### config.mk
export PLATFORM = sky130hd
export DESIGN_NAME = spi_cfg_arbiter
export DESIGN_NICKNAME = d
export VERILOG_FILES = /design/src/rtl/spi_cfg_arbiter.sv
export SDC_FILE = /design/constraint.sdc
export NUM_CORES = 1
export LEC_CHECK = 0
export ABC_AREA = 1
export BUFFER_PORTS_ARGS = -buffer_cell sky130_fd_sc_hd__clkbuf_2
export CAP_MARGIN = 20
export CORE_MARGIN = 5
export CORE_UTILIZATION = 57
export CTS_CLUSTER_SIZE = 8
export DETAILED_ROUTE_END_ITERATION = 6
export PLACE_DENSITY = 0.81
export SYNTH_ARGS = -nofsm -noshare
export SYNTH_HDL_FRONTEND = slang
export SYNTH_SLANG_ARGS = --single-unit
### constraint.sdc
create_clock -name clk -period 4.2 [get_ports clk]
set_input_delay 0 -clock clk [delete_from_list [all_inputs] [get_ports clk]]
set_output_delay 0 -clock clk [all_outputs]
set_load 0.005 [all_outputs]
### src/rtl/spi_cfg_arbiter.sv
// Round-robin arbiter sharing one spi_master among NUM_CH config clients; SPI command issues 2 cycles after the request.
// No backpressure: a request to a channel that is already busy is dropped and flagged on o_err the next cycle.
module spi_cfg_arbiter #(
    parameter int NUM_CH          = 2,
    parameter int MOSI_DATA_WIDTH = 24,
    parameter int MISO_DATA_WIDTH = 8,
    parameter int BUSY_TIMEOUT    = 255
) (
    input  logic                              clk,
    input  logic                              rst,
    input  logic [NUM_CH-1:0]                 i_wr_cmd,
    input  logic [NUM_CH-1:0]                 i_rd_cmd,
    input  logic [NUM_CH*MOSI_DATA_WIDTH-1:0] i_wr_data,
    output logic [NUM_CH-1:0]                 o_busy,
    output logic [NUM_CH-1:0]                 o_done,
    output logic [NUM_CH-1:0]                 o_err,
    output logic [MISO_DATA_WIDTH-1:0]        o_rd_data,
    output logic                              o_spi_wr_cmd,
    output logic                              o_spi_rd_cmd,
    output logic [MOSI_DATA_WIDTH-1:0]        o_spi_wr_data,
    input  logic                              i_spi_busy,
    input  logic [MISO_DATA_WIDTH-1:0]        i_spi_rd_data,
    input  logic                              i_spi_ncs,
    output logic [NUM_CH-1:0]                 o_cs_n
);

    localparam int GW = (NUM_CH > 1) ? $clog2(NUM_CH) : 1;
    localparam int CW = $clog2(BUSY_TIMEOUT + 1);
    localparam logic [CW-1:0] TO_LAST = CW'(BUSY_TIMEOUT - 1);

    typedef enum logic [1:0] {IDLE, ISSUE, WAIT_BUSY, WAIT_DONE} state_t;

    typedef struct packed {
        logic                       rd;
        logic [MOSI_DATA_WIDTH-1:0] word;
    } req_t;

    state_t              state;
    state_t              state_nxt;
    logic [NUM_CH-1:0]   pending;
    logic [NUM_CH-1:0]   to_err;
    logic [NUM_CH-1:0]   ovr;
    logic [NUM_CH-1:0]   gnt_oh;
    req_t                req_q [NUM_CH];
    logic [GW-1:0]       grant;
    logic [GW-1:0]       rr_pick;
    logic                gnt_rd;
    logic [CW-1:0]       to_cnt;
    logic                take_grant;
    logic                finish_ok;
    logic                finish_to;

    assign gnt_oh = NUM_CH'(1) << grant;
    // Busy spans the completion pulse so a client never sees a gap before o_done/o_err.
    assign o_busy = pending | o_done | to_err;
    assign ovr    = (i_wr_cmd | i_rd_cmd) & o_busy;
    assign o_cs_n = (state != IDLE) ? (~gnt_oh | {NUM_CH{i_spi_ncs}}) : '1;

    always_comb begin
        logic [GW-1:0] cand;
        logic          found;
        rr_pick = grant;
        cand    = grant;
        found   = 1'b0;
        for (int i = 0; i < NUM_CH; i++) begin
            cand = (cand == GW'(NUM_CH - 1)) ? '0 : cand + GW'(1);
            if (!found && pending[cand]) begin
                rr_pick = cand;
                found   = 1'b1;
            end
        end
    end

    always_ff @(posedge clk or posedge rst) begin
        if (rst) begin
            state <= IDLE;
        end else begin
            state <= state_nxt;
        end
    end

    always_comb begin
        state_nxt    = state;
        take_grant   = 1'b0;
        finish_ok    = 1'b0;
        finish_to    = 1'b0;
        o_spi_wr_cmd = 1'b0;
        o_spi_rd_cmd = 1'b0;
        case (state)
            IDLE: begin
                if (|pending) begin
                    take_grant = 1'b1;
                    state_nxt  = ISSUE;
                end
            end
            ISSUE: begin
                o_spi_rd_cmd = gnt_rd;
                o_spi_wr_cmd = !gnt_rd;
                state_nxt    = WAIT_BUSY;
            end
            WAIT_BUSY: begin
                if (i_spi_busy) begin
                    state_nxt = WAIT_DONE;
                end else if (to_cnt >= TO_LAST) begin
                    finish_to = 1'b1;
                    state_nxt = IDLE;
                end
            end
            WAIT_DONE: begin
                if (!i_spi_busy) begin
                    finish_ok = 1'b1;
                    state_nxt = IDLE;
                end
            end
            default: state_nxt = IDLE;
        endcase
    end

    // to_cnt counts cycles since ISSUE, so the timeout fires BUSY_TIMEOUT cycles after the command.
    always_ff @(posedge clk or posedge rst) begin
        if (rst) begin
            grant         <= GW'(NUM_CH - 1);
            gnt_rd        <= 1'b0;
            to_cnt        <= '0;
            o_spi_wr_data <= '0;
            o_rd_data     <= '0;
            o_done        <= '0;
            o_err         <= '0;
            to_err        <= '0;
        end else begin
            if (take_grant) begin
                grant         <= rr_pick;
                gnt_rd        <= req_q[rr_pick].rd;
                o_spi_wr_data <= req_q[rr_pick].word;
            end
            to_cnt <= (state == ISSUE || state == WAIT_BUSY) ? to_cnt + CW'(1) : '0;
            if (finish_ok) begin
                o_rd_data <= i_spi_rd_data;
            end
            o_done <= finish_ok ? gnt_oh : '0;
            to_err <= finish_to ? gnt_oh : '0;
            o_err  <= (finish_to ? gnt_oh : '0) | ovr;
        end
    end

    always_ff @(posedge clk or posedge rst) begin
        if (rst) begin
            pending <= '0;
            for (int k = 0; k < NUM_CH; k++) begin
                req_q[k] <= '0;
            end
        end else begin
            for (int k = 0; k < NUM_CH; k++) begin
                if ((i_wr_cmd[k] || i_rd_cmd[k]) && !o_busy[k]) begin
                    pending[k]    <= 1'b1;
                    req_q[k].rd   <= i_rd_cmd[k];
                    req_q[k].word <= i_wr_data[k*MOSI_DATA_WIDTH +: MOSI_DATA_WIDTH];
                end else if ((finish_ok || finish_to) && gnt_oh[k]) begin
                    pending[k] <= 1'b0;
                end
            end
        end
    end

endmodule

==> metrics.yaml <==
via_per_inst: 5.03
n_antenna_cell: 0
grt_max_degree: 65
track_usage_pct: 23.9
worst_r2r_startpoint: "state[1]"
clkSlewWorstSetupHoldPaths_ps: 90
ys_seq_area_share_pct: 58.6
rows: 31
synth-seq-cells: 102
total_power_mw: 3.63
skew_ps: 12.1
synth_top_area_share_pct: 58.0
yosys-top-cells-count: "nand2_1 (108), dfrtp_1 (101), o21ai_0 (78)"
status: "complete, no violations"
antenna_found_initial: 0
slew_headroom_pct: 31.4
crit_path_end_kind: "register"
fmax_mhz: 449
p_int_mw: 2.19
switching_power_mw: 1.44
synth_area_per_cell_um2: 8.95
period_minus_slack_ps: 2230
wire_per_inst_um: 14.6
p_sw_share_pct: 39.7
final_nets: 716
cts_tree: "done"
cp.required_ps: 4450
rsz0062_at_grt: "no"
start_kind: "register"
start_util_pct: 59.5
io-pin-count: 106
drtAntennaViolNets: 0
place_area_um2: 4900
hold_viol: 0
min_from: "i_spi_busy"
place_congestion: 0.852
cts-root-buf: "clkbuf_8"
worst_pin_slew_ps: 1030
cp_max_fo: 28
hold_path_class: "in -> reg"
grt_pass1_vias: 4040
finalSetupViolations: 0
grt_pass1_wl_mm: 18.6
drtIter0Drc: 182
fin_tns_setup_ps: 0
syn-cell-area_um2: 4360
syn_nets: 557
finish.instance_area_um2: 5680
holdWs_ps: 65.8
io_buffers: 105
clk_latency_ps: 360
synth_most_common_cell: "nand2_1"
layout-drive-gt1-share_pct: 21.5
synth_cells: 487
globalRoute.totalOverflow: 0
numCtsBuffers: 9
dieArea_um2: 9500
crit_start: "state[1]"
yosys_warnings: 0
drv_cap: 0
place.detailed.hpwl_mm: 6.66
p_seq_share_pct: 46.6
die_w_um: 97.5
worst_slack_ps: 1970
synth.largest_area_cell: "dfrtp_1"
syn_to_final_growth_pct: 30.4
fin_util_pct: 77.5
clockBufferDepth: 2
drt_pre_antenna_iters: 5
drv_slew: 0
synth_edf_count: 0
pre_cts_slack_ps: 2010
die_h_um: 97.5
postCtsSetupBuffers: 0
p_leak_nw: 3.00
clock_power_share_pct: 15.1
synth_cell_types: 25
synth_ff_type: "dfrtp_1"
vias: 3769
final_cells: 750
htree_levels: 3
drt-total-wl_mm: 11.0
path_class: "reg -> reg"
postSynth.asyncResetShare_pct: 100
period_share_pct: 53.0
arrival_ps: 2470
pwr-share-comb_pct: 38.3
cts_sinks: 102
coreArea_um2: 7330
route.detailed.drc: 0
place_inst: 673
powerDensity_nw_per_um2: 638
synthTopCellsByArea: "dfrtp_1 (58%), nand2_1 (9.3%), o21ai_0 (9.0%)"
irDropWorstVdd_uv: 332
[layout by cell type (no fill, tap or decap), types with 2 or more instances in the layout]
cell,n
clkinvlp_4,3
o21ai_0,78
mux2_2,8
clkbuf_1,2
nor2_2,3
o21ai_1,27
a21oi_1,3
nand4_1,2
inv_1,70
inv_4,2
dlygate4sd3_1,61
nand3_1,8
ha_1,6
clkbuf_8,9
dfrtp_1,101
or2_2,2
nand2_1,108
nand3_2,2
nor2_1,41
clkbuf_2,105
xnor2_1,2
[cell type report]
| cell class | instances | area, um2 |
|---|---|---|
| tap | 99 | 124 |
| timing repair buffer | 167 | 1140 |
| sequential | 102 | 2550 |
| multi-input combinational | 294 | 1420 |
| clock inverter | 5 | 36.3 |
| inverter | 72 | 275 |
| clock buffer | 11 | 131 |
| fill | 529 | 1650 |
[power by group through the flow]
stage | combinational [mW] | clock (mW) | sequential, mW
2_1_floorplan | 0.953 | 0 | 1.65
3_3_place_gp | 1.25 | 0 | 1.68
3_5_place_dp | 1.33 | 0 | 1.70
4_1_cts | 1.37 | 0.553 | 1.68
5_1_grt | 1.61 | 0.589 | 1.74
6_report | 1.39 | 0.547 | 1.69
[routing by layer]
layer / track usage (%) / share of wire (%) / up-vias
li1: - / - / 1843
met1: 27.1 / 39 / 1772
met2: 42.5 / 52 / 137
met3: 8.11 / 6.7 / 17
met4: 7.24 / 1.7 / 0
met5: 0 / 0 / -
[what timing repair did]
action	in CTS	in global routing
resized for setup	0	0
hold buffers	61	0
endpoints found under the hold margin	97	0
[registers in the layout, summed over array words and instances (netlist names)]
name and flops:
o_rd_data 8, o_done 2, grant 1, pending 2
gnt_rd 1, to_err 2, state 2, to_cnt 8
o_err 2, req_q 50, o_spi_wr_data 24
[worst max-delay path, cell delays in order (launching register included)]
cell,delay [ps]
dfrtp_1,430
inv_1,130
ha_1,180
inv_1,90
nor2_4,460
inv_1,530
nand2_1,190
o21ai_1,100
[worst paths after layout]
check | endpoint | slack, ps | cells after the start
hold / removal | to_err[0] | 70 | 4
setup / recovery | o_spi_wr_data[18] | 1970 | 7
setup reg to reg | o_spi_wr_data[18] | 1970 | 7
hold reg to reg | req_q[24] | 480 | 2
min in group asynchronous | o_err[1] | 210 | 3
max in group asynchronous | req_q[44] | 2830 | 4
[cell families (layout without fill, tap and decap cells)]
logic type | after synthesis | count (layout) | synth area share [%]
xor+xnor | 2 | 2 | 0.402
simple gates | 168 | 168 | 15.5
mux | 8 | 8 | 2.07
fa+ha+maj | 6 | 6 | 1.72
buf+inv | 91 | 255 | 8.98
flops | 102 | 102 | 58.6
compound gates | 110 | 110 | 12.8
Note: power is estimated with default switching activity, not from simulation.
